$ cat src/rtl/fifo.sv
// Single-clock byte FIFO with registered read data.
// Flags are decoded from the registered occupancy count.
module fifo #(
    parameter int DATA_WIDTH = 8,
    parameter int DEPTH      = 8,
    parameter int ADDR_WIDTH = 3
) (
    input  logic                  clk,
    input  logic                  reset,
    input  logic                  read,
    input  logic                  write,
    input  logic [DATA_WIDTH-1:0] data_in,
    output logic [DATA_WIDTH-1:0] data_out,
    output logic                  full,
    output logic                  empty,
    output logic [ADDR_WIDTH:0]   count
);

    localparam logic [ADDR_WIDTH:0]   CntFull = (ADDR_WIDTH+1)'(DEPTH);
    localparam logic [ADDR_WIDTH:0]   CntOne  = (ADDR_WIDTH+1)'(1);
    localparam logic [ADDR_WIDTH-1:0] PtrOne  = ADDR_WIDTH'(1);

    logic [DATA_WIDTH-1:0] mem_q [DEPTH];

    logic [ADDR_WIDTH-1:0] wr_ptr_q, wr_ptr_d;
    logic [ADDR_WIDTH-1:0] rd_ptr_q, rd_ptr_d;
    logic [ADDR_WIDTH:0]   count_q, count_d;
    logic [DATA_WIDTH-1:0] dout_q, dout_d;

    logic rd_acc;
    logic wr_acc;

    assign full     = (count_q == CntFull);
    assign empty    = (count_q == '0);
    assign count    = count_q;
    assign data_out = dout_q;

    // A full FIFO still takes a write when a read frees a slot this edge.
    assign rd_acc = read & ~empty;
    assign wr_acc = write & (~full | rd_acc);

    always_comb begin
        wr_ptr_d = wr_ptr_q;
        rd_ptr_d = rd_ptr_q;
        count_d  = count_q;
        dout_d   = dout_q;

        if (wr_acc) begin
            wr_ptr_d = wr_ptr_q + PtrOne;
        end

        if (rd_acc) begin
            rd_ptr_d = rd_ptr_q + PtrOne;
            dout_d   = mem_q[rd_ptr_q];
        end

        unique case ({wr_acc, rd_acc})
            2'b10:   count_d = count_q + CntOne;
            2'b01:   count_d = count_q - CntOne;
            default: count_d = count_q;
        endcase
    end

    always_ff @(posedge clk or negedge reset) begin
        if (!reset) begin
            wr_ptr_q <= '0;
            rd_ptr_q <= '0;
            count_q  <= '0;
            dout_q   <= '0;
        end else begin
            wr_ptr_q <= wr_ptr_d;
            rd_ptr_q <= rd_ptr_d;
            count_q  <= count_d;
            dout_q   <= dout_d;
        end
    end

    // Storage is deliberately left out of reset.
    always_ff @(posedge clk) begin
        if (wr_acc) begin
            mem_q[wr_ptr_q] <= data_in;
        end
    end

endmodule

$ cat config.mk
export PLATFORM = sky130hd
export DESIGN_NAME = fifo
export DESIGN_NICKNAME = d
export VERILOG_FILES = /design/src/rtl/fifo.sv
export SDC_FILE = /design/constraint.sdc
export NUM_CORES = 1
export LEC_CHECK = 0
export ABC_AREA = 1
export CAP_MARGIN = 10
export CORE_ASPECT_RATIO = 0.75
export CORE_MARGIN = 4
export CORE_UTILIZATION = 60
export CTS_BUF_LIST = sky130_fd_sc_hd__clkbuf_4
export DETAILED_ROUTE_END_ITERATION = 7
export PLACE_DENSITY_LB_ADDON = 0.2
export RECOVER_POWER = 100
export SLEW_MARGIN = 20
export SYNTH_ARGS = -nofsm -noshare
export SYNTH_HDL_FRONTEND = slang
export SYNTH_SLANG_ARGS = --single-unit
$ cat constraint.sdc
create_clock -name clk -period 2.21 [get_ports clk]
set_clock_uncertainty 0.1 [all_clocks]
set_input_delay 0.3315 -clock clk [delete_from_list [all_inputs] [get_ports clk]]
set_output_delay 0.3315 -clock clk [all_outputs]
set_load 0.02 [all_outputs]
-- After elaboration in Yosys (flattened, before gate mapping)
Memory sizes are Yosys's and may differ from the RTL's. A register that Yosys moved wholly into a read port is not among the register bits.
Cells that the tools add are included.
- input port bits: 12
- word-level logic and storage cells: 22
- memories: 1
- flip-flop bits (word level): 10
- output and inout bits: 14
- RAM bits: 64
- memories (name ; depth ; bits a word ; read ports ; clocked after Yosys merged registers in ; write ports ; RTL line ; source):
    mem_q ; 8 ; 8 ; 1 ; 1 ; 1 ; 23 ; logic [DATA_WIDTH-1:0] mem_q [DEPTH];
- multiplexer cells: 3
- bitwise logic cells: 5
- reduce and logical (&&, ||, !) cells: 3
- equality and inequality tests: 3
- $add $sub $neg: 4
- operators with widths (cell ; count):
    $pmux W4 S2 ; 1
    $add A3 B1 Y3 const B ; 2
    $add A4 B1 Y4 const B ; 1
    $eq A4 B4 Y1 const B ; 1
    $logic_not A4 Y1 ; 1
    $sub A4 B1 Y4 const B ; 1
    $and A1 B1 Y1 ; 2
    $eq A2 B1 Y1 const B ; 1
    $eq A2 B2 Y1 const B ; 1
    $mux W1 ; 2
    $not A1 Y1 ; 2
    $reduce_bool A2 Y1 ; 1
    $logic_not A1 Y1 ; 1
    $or A1 B1 Y1 ; 1

-- Logic depth before layout (Yosys ltp)
- word-level depth: 7
- depth in mapped cells: 14
- depth with buffers taken out: 14

-- Worst setup path before layout
OpenSTA, ideal clock, no wires.
- path type: register to register
- from: reg count_q[1], in the netlist count[1]
- to: mem mem_q[1][0], enable pin
- slack: 120 ps
- setup time: 383 ps
- clock period less this slack: 2090 ps
- cell stages (with the launch flop): 7
- buffers on the path: 0
- data required time: 1727 ps
- arrival time: 1607 ps
- cell sequence: dfrtp_1 nor2_2 nand3_1 inv_1 nand2_1 nand2_2 nor3_1
- elaborated cells between the ends (all ways): 9
- classes of those cells: eq/ne (1); mux (2); bitwise (5); reduce/logical (1)
- RTL lines (element ; RTL line ; source):
    from (decl) ; 27 ; logic [ADDR_WIDTH:0] count_q, count_d;
    from (signal assigned) ; 73 ; count_q <= count_d;
    $eq A4 B4 Y1 ; 33 ; assign full = (count_q == CntFull);
    named net full ; 14 ; output logic full,
    $not A1 Y1 ; 40 ; assign wr_acc = write & (~full | rd_acc);
    $or A1 B1 Y1 ; 40 ;
    $and A1 B1 Y1 ; 40 ;
    $mux W1 ; 80 ; if (wr_acc) begin
    $mux W1 (implied by the code) ; 81 ; mem_q[wr_ptr_q] <= data_in;
    to (decl) ; 23 ;
The timed path passes the listed nets, and every way through them passes these cells.

-- Final worst setup path
- from: reg count_q[0], in the netlist count[0]
- to: out count[0]
- RTL lines (element ; RTL line ; source):
    to (decl) ; 16 ; output logic [ADDR_WIDTH:0] count
No word-level cell between the ends.

==> summary by stage <==
Synth
Summing every instance area after synthesis gives 3382 sq um. The number of nets in the synthesized netlist is 302. The average cell area after synthesis is 11.87 sq um. The share of synthesized area in the top cell type comes to 0.5683. Of all flip-flops after synthesis, the portion carrying an async set or reset was 0.2195. After synthesis the netlist holds a flip-flop and latch count of 82.

The gate count after technology mapping is 285. Among all flip-flop cells after synthesis, the most frequent one is sky130_fd_sc_hd__edfxtp_1. The number of different library cells used by synthesis comes to 22. Yosys printed 0 warnings. Among all cell types in the netlist, the one instantiated most often is sky130_fd_sc_hd__edfxtp_1.

Yosys attributes the largest share of cell area to sky130_fd_sc_hd__edfxtp_1 (57%), sky130_fd_sc_hd__dfrtp_1 (13%), sky130_fd_sc_hd__nor2_1 (6.2%), sky130_fd_sc_hd__o211ai_1 (3.6%), sky130_fd_sc_hd__nand2_1 (3.4%). Counting flops with a built-in enable in the synthesized netlist gives 64. Ranked by instance count, the synthesized netlist is headed by sky130_fd_sc_hd__edfxtp_1 (64), sky130_fd_sc_hd__nor2_1 (56), sky130_fd_sc_hd__nand2_1 (31).

The share of synthesized area occupied by flip-flops and latches is 0.7014. The top cell type by total area after synthesis is sky130_fd_sc_hd__edfxtp_1.

Floorplanning
In this run the count of I/O pins placed on the die edge is 26. The die is 73.02 um tall. After floorplanning, the core was sized to cover 5410 sq um.

The width of the die is 94.69 um. The number of placement rows is 23. The die covers 6914 sq um. For this configuration, the core starts out at a cell density of 0.6251.

Clock tree
TritonCTS built the clock tree. After clock tree synthesis, the clock-pin slew on the worst setup and hold paths is 0.12 ns. In this run the clock root is driven by a sky130_fd_sc_hd__clkbuf_4. The number of setup buffers added after CTS is 0. The sink count of the clock tree is 82.

In this run the deepest clock path goes through 2 buffers. The hold buffer count at cts is 0. In this run the number of H-tree levels came out at 3. The clock latency on the worst-skew pair is 0.41 ns. TritonCTS created 9 clock buffers.

Detailed routing
The first-pass iteration count of the detailed router is 7. The final route contains 2283 vias. The routed design has 6748 um of wire.

In this run the remaining antenna-violating nets after routing total 0. In this run, the number of DRC markers left after iteration 0 of detailed routing was 207. In the final routed layout, each cell accounts on average for 16.50 um. The post-detailed-route DRC marker count is 0. Using the TritonRoute via totals, the vias-per-cell ratio works out to 5.582.

Placement
The worst setup slack after placement is 0.08704 ns. The half-perimeter wire length after detailed placement is 4435 um. The count of buffers inserted at the top-level ports is 25. The congestion estimate from routability-driven global placement came to 0.8042.

Setup path
The cell family contributing the most delay on the critical path is buffers and inverters. The critical path is of the reg -> out type. Along the worst path, the maximum fanout reaches 4. Traced cell by cell, the critical path runs through buf_4 > dlygate4sd3_1. The number of buffer and inverter stages on the critical path is 2.

At the worst endpoint, the required time is 1.78 ns. The cell with the largest stage delay on the worst path is sky130_fd_sc_hd__dlygate4sd3_1. The arrival time of the worst setup path is 1.62 ns. The kind of start point of the critical path is a flip-flop.

The capturing element type of the critical path is an output pin. The delay of the slowest cell on the worst path is 0.64 ns.

GRT
For this run, the total global-route usage over all layers was measured as 0.2084. The first global-routing pass estimated 10470 um of wire. The number of antenna violations at the first check in global routing is 0.

The via count of the first global-routing pass came to 2105. Entering global routing, the biggest net connects 35 pins. The remaining global-route overflow is 0.

STA
The headroom to the max-slew limit is 0.3574. The worst hold slack across all endpoints is 0.3942 ns. Setup repair after global routing left no endpoint under its margin.

The number of failing setup endpoints in the final timing report is 0. The actual slew at the worst max-slew pin is 0.9639 ns. The sum of negative setup slack is 0 ns. The number of max-slew violations in the final report is 0.

The final hold violation count is 0. For the finished layout, the period the worst path requires is 2.052 ns. The fmax is 0.4874 GHz.

Of the available clock period, the critical path in the final layout requires 0.9283. The minimum setup slack in the final design is 0.1584 ns.

Pwr
In this run the power density over the cells is 1273 nW/um^2. Across the VDD grid, the largest voltage drop is 0.7958 mV. For this design the static power due to leakage is 0.001473 uW.

Status
The flow ran to the end, and the final reports show no timing, DRC or antenna violations.

Layout
From synthesis to final layout, the design area changed by 15.58%. The number of nets in the finished design is 346. The final antenna diode count is 0. The share of cells above drive strength 1 is 0.08383. After filler insertion, the fill cell instance count of the layout stands at 427.

Min path
The min-delay analysis places its worst path in the category reg -> reg.

Flow run
Max-cap violations in this run came to 0.
-- logic make-up (layout without fill, tap and decap cells) --
group	Yosys count	count (layout)	synth area share
simple gates	113	113	0.1373
flops	82	82	0.7014
fa+ha+maj	5	5	0.02072
compound gates	52	52	0.08879
xor+xnor	5	5	0.01295
buf+inv	28	77	0.03884
-- layout by cell type (no fill, tap or decap), types with 14 or more instances in the layout --
cell and n:
sky130_fd_sc_hd__nor2_1 56, sky130_fd_sc_hd__nand2_1 33, sky130_fd_sc_hd__dfrtp_1 18, sky130_fd_sc_hd__nand3_1 16, sky130_fd_sc_hd__inv_1 14, sky130_fd_sc_hd__edfxtp_1 64
sky130_fd_sc_hd__o21ai_0 20, sky130_fd_sc_hd__o211ai_1 16, sky130_fd_sc_hd__dlygate4sd3_1 21, sky130_fd_sc_hd__clkbuf_1 14
-- routing by layer --
metal  track usage  vias to the layer above  wire [um]
li1              -                     1079          -
met1        0.2847                     1096       2892
met2        0.3258                       99       3259
met3       0.06701                        9        522
met4       0.05760                        0         73
met5             0                        -          0
-- power by group --
part / leakage (uW) / internal, uW / switching [uW] / total (uW)
sequential: 0.000794 / 1990 / 149 / 2140
clock: 0.0000807 / 481 / 455 / 936
combinational: 0.000599 / 668 / 1230 / 1900
-- stage by stage --
stage | utilization | cell area, sq um | instances | power (uW)
after floorplan | - | 3382 | 285 | 3440
after global routing | 0.7225 | 3909 | 409 | 5293
after detailed placement | 0.7033 | 3805 | 393 | 4151
after global placement | 0.7033 | 3805 | 393 | 4075
after CTS | 0.7329 | 3965 | 409 | 5098
final | 0.7225 | 3909 | 409 | 4976
-- final cells by class --
class	instances	area [sq um]	area share
multi-input cells	175	877.1	0.2244
flip-flops and latches	82	2372	0.6069
clock buffers	11	82.58	0.02113
well taps	75	93.84	0.02401
inverters	16	60.06	0.01536
repair buffers	45	344.1	0.08803
clock inverters	5	78.83	0.02017
-- flip-flops by register name, indices dropped and copies added, names as in the netlist --
register	flops
count	4
data_out	8
mem_q	64
rd_ptr_q	3
wr_ptr_q	3
-- worst register-to-register path: cells and delay by family (launching register included) --
family | cells | cell delay [ns]
flops | 1 | 0.41
simple gates | 8 | 0.79
buf+inv | 3 | 0.15
compound gates | 1 | 0.17
fa+ha+maj | 1 | 0.32
-- what timing repair did --
item / 4_1_cts / 5_1_grt
setup endpoints to repair: 1 / 2
endpoints found under the hold margin: 0 / 0
gates resized for setup: 1 / 2
-- path summary, 6_finish.rpt --
check                             from          end  slack (ns)  cells after the start
setup / recovery              count[0]     count[0]        0.16                      2
hold / removal             data_out[1]  data_out[1]        0.39                      2
setup reg to reg              count[1]     count[3]        0.16                     13
hold reg to reg            data_out[1]  data_out[1]        0.39                      2
max in group asynchronous        reset     count[1]        0.95                      2
min in group asynchronous        reset  data_out[0]        0.47                      2
(Power assumes the default switching activity.)
